File: src/rtl/instr_mem_sync.sv
`default_nettype none
// instr_mem_sync: word-addressed instruction memory with one-cycle registered fetch, stall/flush and fault flag.
// Optional sequential bulk loader (ports + IDLE/LOAD FSM) is built only when IMEM_LOAD_PORT_EN is defined.
module instr_mem_sync #(
  parameter int                DATA_W   = 32,
  parameter int                ADDR_W   = 8,
  parameter int                DEPTH    = 256,
  parameter logic [DATA_W-1:0] NOP_WORD = '0
) (
  input  logic              clk,
  input  logic              reset,
  input  logic [31:0]       pc,
  input  logic              fetch_en,
  input  logic              stall,
  input  logic              flush,
`ifdef IMEM_LOAD_PORT_EN
  input  logic              load_start,
  input  logic              load_valid,
  input  logic [DATA_W-1:0] load_data,
  output logic              load_busy,
  output logic [ADDR_W:0]   load_count,
`endif
  output logic [DATA_W-1:0] instruction,
  output logic              instr_valid,
  output logic              fault
);

  localparam logic [ADDR_W:0] DEPTH_W = (ADDR_W+1)'(DEPTH);

  logic [ADDR_W-1:0] word_idx;
  logic              addr_fault;
  logic [DATA_W-1:0] rd_word;
  logic              busy;

  logic [DATA_W-1:0] instr_q, instr_d;
  logic              valid_q, valid_d;
  logic              fault_q, fault_d;

  // DEPTH never exceeds 2**ADDR_W, so any set bit above the index field is out of range.
  assign word_idx   = pc[ADDR_W+1:2];
  assign addr_fault = (pc[1:0] != 2'b00) || (|pc[31:ADDR_W+2]) || ({1'b0, word_idx} >= DEPTH_W);

`ifdef IMEM_LOAD_PORT_EN
  typedef enum logic {
    S_IDLE = 1'b0,
    S_LOAD = 1'b1
  } load_state_t;

  localparam logic [ADDR_W:0] LAST_IDX = (ADDR_W+1)'(DEPTH - 1);

  load_state_t       state_q;
  logic [ADDR_W:0]   count_q;
  logic              mem_we;
  logic [DATA_W-1:0] mem_q [DEPTH] = '{default: NOP_WORD};

  assign busy       = (state_q == S_LOAD);
  assign load_busy  = busy;
  assign load_count = count_q;
  assign mem_we     = busy && load_valid && !reset;
  assign rd_word    = mem_q[word_idx];

  always_ff @(posedge clk) begin
    if (reset) begin
      state_q <= S_IDLE;
      count_q <= '0;
    end else begin
      case (state_q)
        S_IDLE: begin
          if (load_start) begin
            state_q <= S_LOAD;
            count_q <= '0;
          end
        end
        S_LOAD: begin
          if (load_valid) begin
            count_q <= count_q + (ADDR_W+1)'(1);
            if (count_q == LAST_IDX) begin
              state_q <= S_IDLE;
            end
          end
        end
        default: state_q <= S_IDLE;
      endcase
    end
  end

  // Memory has no reset: an aborted load keeps whatever words were already written.
  always_ff @(posedge clk) begin
    if (mem_we) begin
      mem_q[count_q[ADDR_W-1:0]] <= load_data;
    end
  end
`else
  // Without the loader the contents can never leave their power-up value.
  assign busy    = 1'b0;
  assign rd_word = NOP_WORD;
`endif

  always_comb begin
    instr_d = instr_q;
    valid_d = valid_q;
    fault_d = fault_q;
    if (flush) begin
      instr_d = NOP_WORD;
      valid_d = 1'b0;
      fault_d = 1'b0;
    end else if (stall) begin
      instr_d = instr_q;
    end else if (busy || !fetch_en) begin
      instr_d = NOP_WORD;
      valid_d = 1'b0;
      fault_d = 1'b0;
    end else if (addr_fault) begin
      instr_d = NOP_WORD;
      valid_d = 1'b1;
      fault_d = 1'b1;
    end else begin
      instr_d = rd_word;
      valid_d = 1'b1;
      fault_d = 1'b0;
    end
  end

  always_ff @(posedge clk) begin
    if (reset) begin
      instr_q <= NOP_WORD;
      valid_q <= 1'b0;
      fault_q <= 1'b0;
    end else begin
      instr_q <= instr_d;
      valid_q <= valid_d;
      fault_q <= fault_d;
    end
  end

  assign instruction = instr_q;
  assign instr_valid = valid_q;
  assign fault       = fault_q;

endmodule
`default_nettype wire

File: config.mk
export PLATFORM = sky130hd
export DESIGN_NAME = instr_mem_sync
export DESIGN_NICKNAME = d
export VERILOG_FILES = /design/src/rtl/instr_mem_sync.sv
export SDC_FILE = /design/constraint.sdc
export NUM_CORES = 1
export LEC_CHECK = 0
export BUFFER_PORTS_ARGS = -buffer_cell sky130_fd_sc_hd__buf_2
export CAP_MARGIN = 20
export CELL_PAD_IN_SITES_DETAIL_PLACEMENT = 0
export CELL_PAD_IN_SITES_GLOBAL_PLACEMENT = 2
export CORE_ASPECT_RATIO = 1.1
export CORE_MARGIN = 2
export CORE_UTILIZATION = 10
export CTS_BUF_LIST = sky130_fd_sc_hd__clkbuf_4 sky130_fd_sc_hd__clkbuf_8 sky130_fd_sc_hd__clkbuf_16
export DETAILED_ROUTE_END_ITERATION = 6
export GPL_TIMING_DRIVEN = 0
export PLACE_DENSITY = 0.81
export RECOVER_POWER = 100
export SLEW_MARGIN = 15
export SYNTH_ARGS = -nofsm -noshare
export SYNTH_HDL_FRONTEND = slang
export SYNTH_SLANG_ARGS = --single-unit
File: constraint.sdc
create_clock -name clk -period 1.55 [get_ports clk]
set_clock_uncertainty 0.05 [all_clocks]
set_input_delay 0.2325 -clock clk [delete_from_list [all_inputs] [get_ports clk]]
set_output_delay 0.2325 -clock clk [all_outputs]
set_load 0.02 [all_outputs]
Yosys cells after proc, flatten, opt, wreduce, memory -nomap -nowiden:

Cells that the tools add are included.
Widths: inputs -> output; s select.

* flip-flop bits (word level): 2
* memory bits (writable): 0
* bits in read-only memories: 0
* latch bits: 0
* word-level logic and storage cells: 9
* memories: 0
* output and inout port bits: 34

* shift-type cells: 0
* magnitude comparators: 0
* multiplexer cells: 3
* add/sub/neg operators: 0
* multiply operators: 0
* reduce and logical (&&, ||, !) cells: 4
* div/mod/pow operators: 0
* equality and inequality tests: 0
* bitwise logic cells: 0

Operators by type and width (number)
* $reduce_or 22->1: 1
* $mux 1: 3
* $reduce_bool 2->1: 1
* $reduce_or 2->1: 1
* $logic_or 1x1->1: 1

Longest topological paths before layout:

* depth in word-level cells: 4
* depth in mapped cells: 3
* mapped depth without buffers: 3

Worst setup path after synthesis:

No wires, ideal clock.

* path kind: input to register
* start point: input port pc[14]
* end point: register fault_q (netlist: fault)
* data required time: 1371 ps
* path buffers: 0
* cell stages on the path: 3
* library setup time: 129 ps
* arrival time: 1003 ps
* setup slack: 369 ps
* cell sequence: or4_1 > o211ai_1 > o211ai_1

* word-level cells in the longest chain between the ends: 4

Ends and longest elaborated chain
* start: declaration: line 12 `input logic [31:0] pc,`
* $reduce_or 22->1: line 41 `assign addr_fault = (pc[1:0] != 2'b00) || (|pc[31:ADDR_W+2]) || ({1'b0, word_idx} >= DEPTH_W);`
* $logic_or 1x1->1: line 41
* $mux 1: line 113 `end else if (addr_fault) begin`
* $mux 1: line 109 `end else if (busy || !fetch_en) begin`
* end signal: assignment: line 132 `fault_q <= fault_d;`
* end: declaration: line 37 `logic fault_q, fault_d;`

Every way passes these cells.
A chain may end at the register's enable or synchronous reset.

Worst setup path after layout:

Same ends and word-level chain as after synthesis.

==> flow_metrics.py <==
metrics = {
    "critical_path": {
        "critPathSlowestCell": "or4_1",
        "cp-end-kind": "flip-flop",
        "reg2reg_from": "instr_valid",
        "r2r_slack_ps": 890,
        "start_kind": "input port",
        "path_cells": "buf_2, or4_1, o211ai_1, o211ai_1",
        "crit_buf_inv": 1,
        "crit_cells": 4,
        "crit_fanout": 1,
        "startpoint": "pc[14]",
        "timing.rr.end": "instr_valid",
        "critPathKind": "in -> reg",
        "rr_worst_depth": 2,
        "required_ps": 1580,
        "endpoint": "fault",
        "slowest_delay_ps": 520,
        "cp_top_family": "simple AND/OR/NAND/NOR gates",
        "cpMostUsedCell": "o211ai_1",
        "critPathArrivalTime_ps": 1150,
    },
    "die": {
        "die-area_sq_um": 4270,
        "pin_count": 71,
        "die_x_um": 62.5,
        "rows": 23,
        "coreArea_sq_um": 3630,
        "die_y_um": 68.4,
        "start_util_pct": 10.4,
    },
    "logic_synthesis": {
        "synth_edf_count": 0,
        "synth-seq-cells": 2,
        "yosys-top-cells-area": "buf_4 (64%), dfxtp_1 (11%), nor4_1 (6.6%)",
        "ys_async_sr_fraction_pct": 0,
        "synth.avg_cell_area_sq_um": 7.53,
        "ys_seq_area_share_pct": 10.6,
        "synth_ff_type": "dfxtp_1",
        "synth_top_area_share_pct": 63.8,
        "synthCells": 50,
        "netlist_top_cells_count": "buf_4 (32), nor4_1 (4), dfxtp_1 (2), o211ai_1 (2), or4_1 (2)",
        "ys_types": 13,
        "syn-cell-area_sq_um": 377,
        "synth.largest_area_cell": "buf_4",
        "synth.most_common_cell": "buf_4",
        "ys_warn_count": 0,
    },
    "worst_hold_path": {
        "hold_start": "flush",
        "hold_path_class": "in -> reg",
    },
    "cts": {
        "numCtsBuffers": 3,
        "clock_sinks": 2,
        "cts_setup_buffers": 0,
        "clock_latency_ps": 200,
        "root_buffer": "clkbuf_8",
        "tritoncts": "built",
        "clk_path_buf_depth": 2,
        "clk_pin_slew_worst_paths_ps": 30,
        "cts_hold_buf": 0,
        "cts-htree-levels": 1,
        "post_cts_resized": 0,
    },
    "job": {
        "drv_cap": 0,
    },
    "power": {
        "p_per_area_nw_per_um2": 583,
        "power.switching_uw": 132,
        "p_leak_uw": 0.000443,
        "power.total_uw": 433,
        "power_frac_clock_pct": 45.6,
        "internal_power_uw": 301,
        "swShare_pct": 30.4,
        "ir_worst_vdd_uv": 151,
        "p_seq_share_pct": 12.8,
        "p_comb_share_pct": 41.6,
    },
    "layout": {
        "drive_above_1_share_pct": 54.4,
        "n_fill_cell": 415,
        "syn2layout_area_growth_pct": 97.3,
        "regArea_sq_um": 40.0,
        "fin_nets": 153,
        "final_util_pct": 20.5,
        "multi_input_area_sq_um": 213,
        "final_cells": 164,
        "n_antenna_cell": 0,
    },
    "drt": {
        "drt-pass1-iter-count": 2,
        "vias": 443,
        "wl_um": 875,
        "postRouteAntennaNets": 0,
        "avgRoutedWirePerCell_um": 5.34,
        "vias_per_cell": 2.70,
        "drcViolationCount": 0,
        "drt_iter0_drc": 8,
    },
    "placement": {
        "port_buffers": 30,
        "place_hpwl_um": 808,
        "place_inst": 161,
        "place_congestion": 0.606,
    },
    "timing": {
        "hold_violations": 0,
        "rsz0062_at_grt": "false",
        "period_needed_ps": 1130,
        "setup_viol": 0,
        "fin_setup_tns_ps": 0,
        "slew_viol_final": 0,
        "fmax_mhz": 888,
        "final.period_utilization_pct": 72.6,
    },
    "status": {
        "status": "completed",
    },
    "global_routing": {
        "grtUsageTotal_pct": 3.77,
        "grt_pass1_vias": 314,
        "grt_pass1_wl_um": 1220,
        "grt-ovfl-total": 0,
        "antenna_found_initial": 0,
        "grt_max_degree": 4,
    },
}
## power by group through the flow
stage                     registers (uW)  logic, uW  clock network, uW
after floorplan                     59.0        137                  0
after global placement              56.0        179                  0
after detailed placement            56.0        178                  0
after CTS                           55.4        179                203
after global routing                55.7        195                216
final                               55.4        180                197
## kinds of logic (layout without fill, tap and decap cells)
logic type	after synthesis	in the layout	share of synthesized area, %
buf+inv	32	65	63.8
flops	2	2	10.6
simple gates	12	12	19.3
compound gates	3	3	5.31
other cells	1	32	0.996
## final cells by class
type	count	share of cell area, %
tap	50	8.42
buffer	32	32.3
clock buffer	3	5.56
multi-input combinational	47	28.6
timing repair buffer	30	19.7
sequential	2	5.39
## worst min-delay path by stage
stage                             end  slack [ps]  cells past startpoint
after floorplan           instr_valid         260                      1
after global placement    instr_valid         360                      2
after detailed placement  instr_valid         370                      2
after CTS                 instr_valid         160                      2
after global routing      instr_valid         160                      2
final                     instr_valid         160                      2
## flip-flops by register name, indices dropped and copies added (netlist names)
| name | flops |
|---|---|
| fault | 1 |
| instr_valid | 1 |
## cells in the final DEF, fill, tap and decap left out, drive strengths merged
master	n
nand2	1
and4	1
nor2b	1
conb	32
nor2	1
o211ai	2
buf	59
nor3	1
nand3	1
nor4	4
a21oi	1
or4	2
dfxtp	2
clkbuf	6
## stage by stage
step | cell area, sq um | setup slack (ps) | hold slack [ps]
after floorplan | 493 | 369 | 259
after global placement | 706 | 212 | 363
after detailed placement | 706 | 217 | 370
after CTS | 747 | 421 | 156
after global routing | 743 | 400 | 165
final | 743 | 424 | 159
## routing by layer
metal | vias to the layer above | wire [um] | global-route usage (%)
li1 | 234 | - | -
met1 | 167 | 244 | 2.25
met3 | 0 | 190 | 2.63
met4 | 0 | 0 | 1.67
met2 | 42 | 440 | 8.20
met5 | - | 0 | 0
Power figures use the tool's default switching activity.
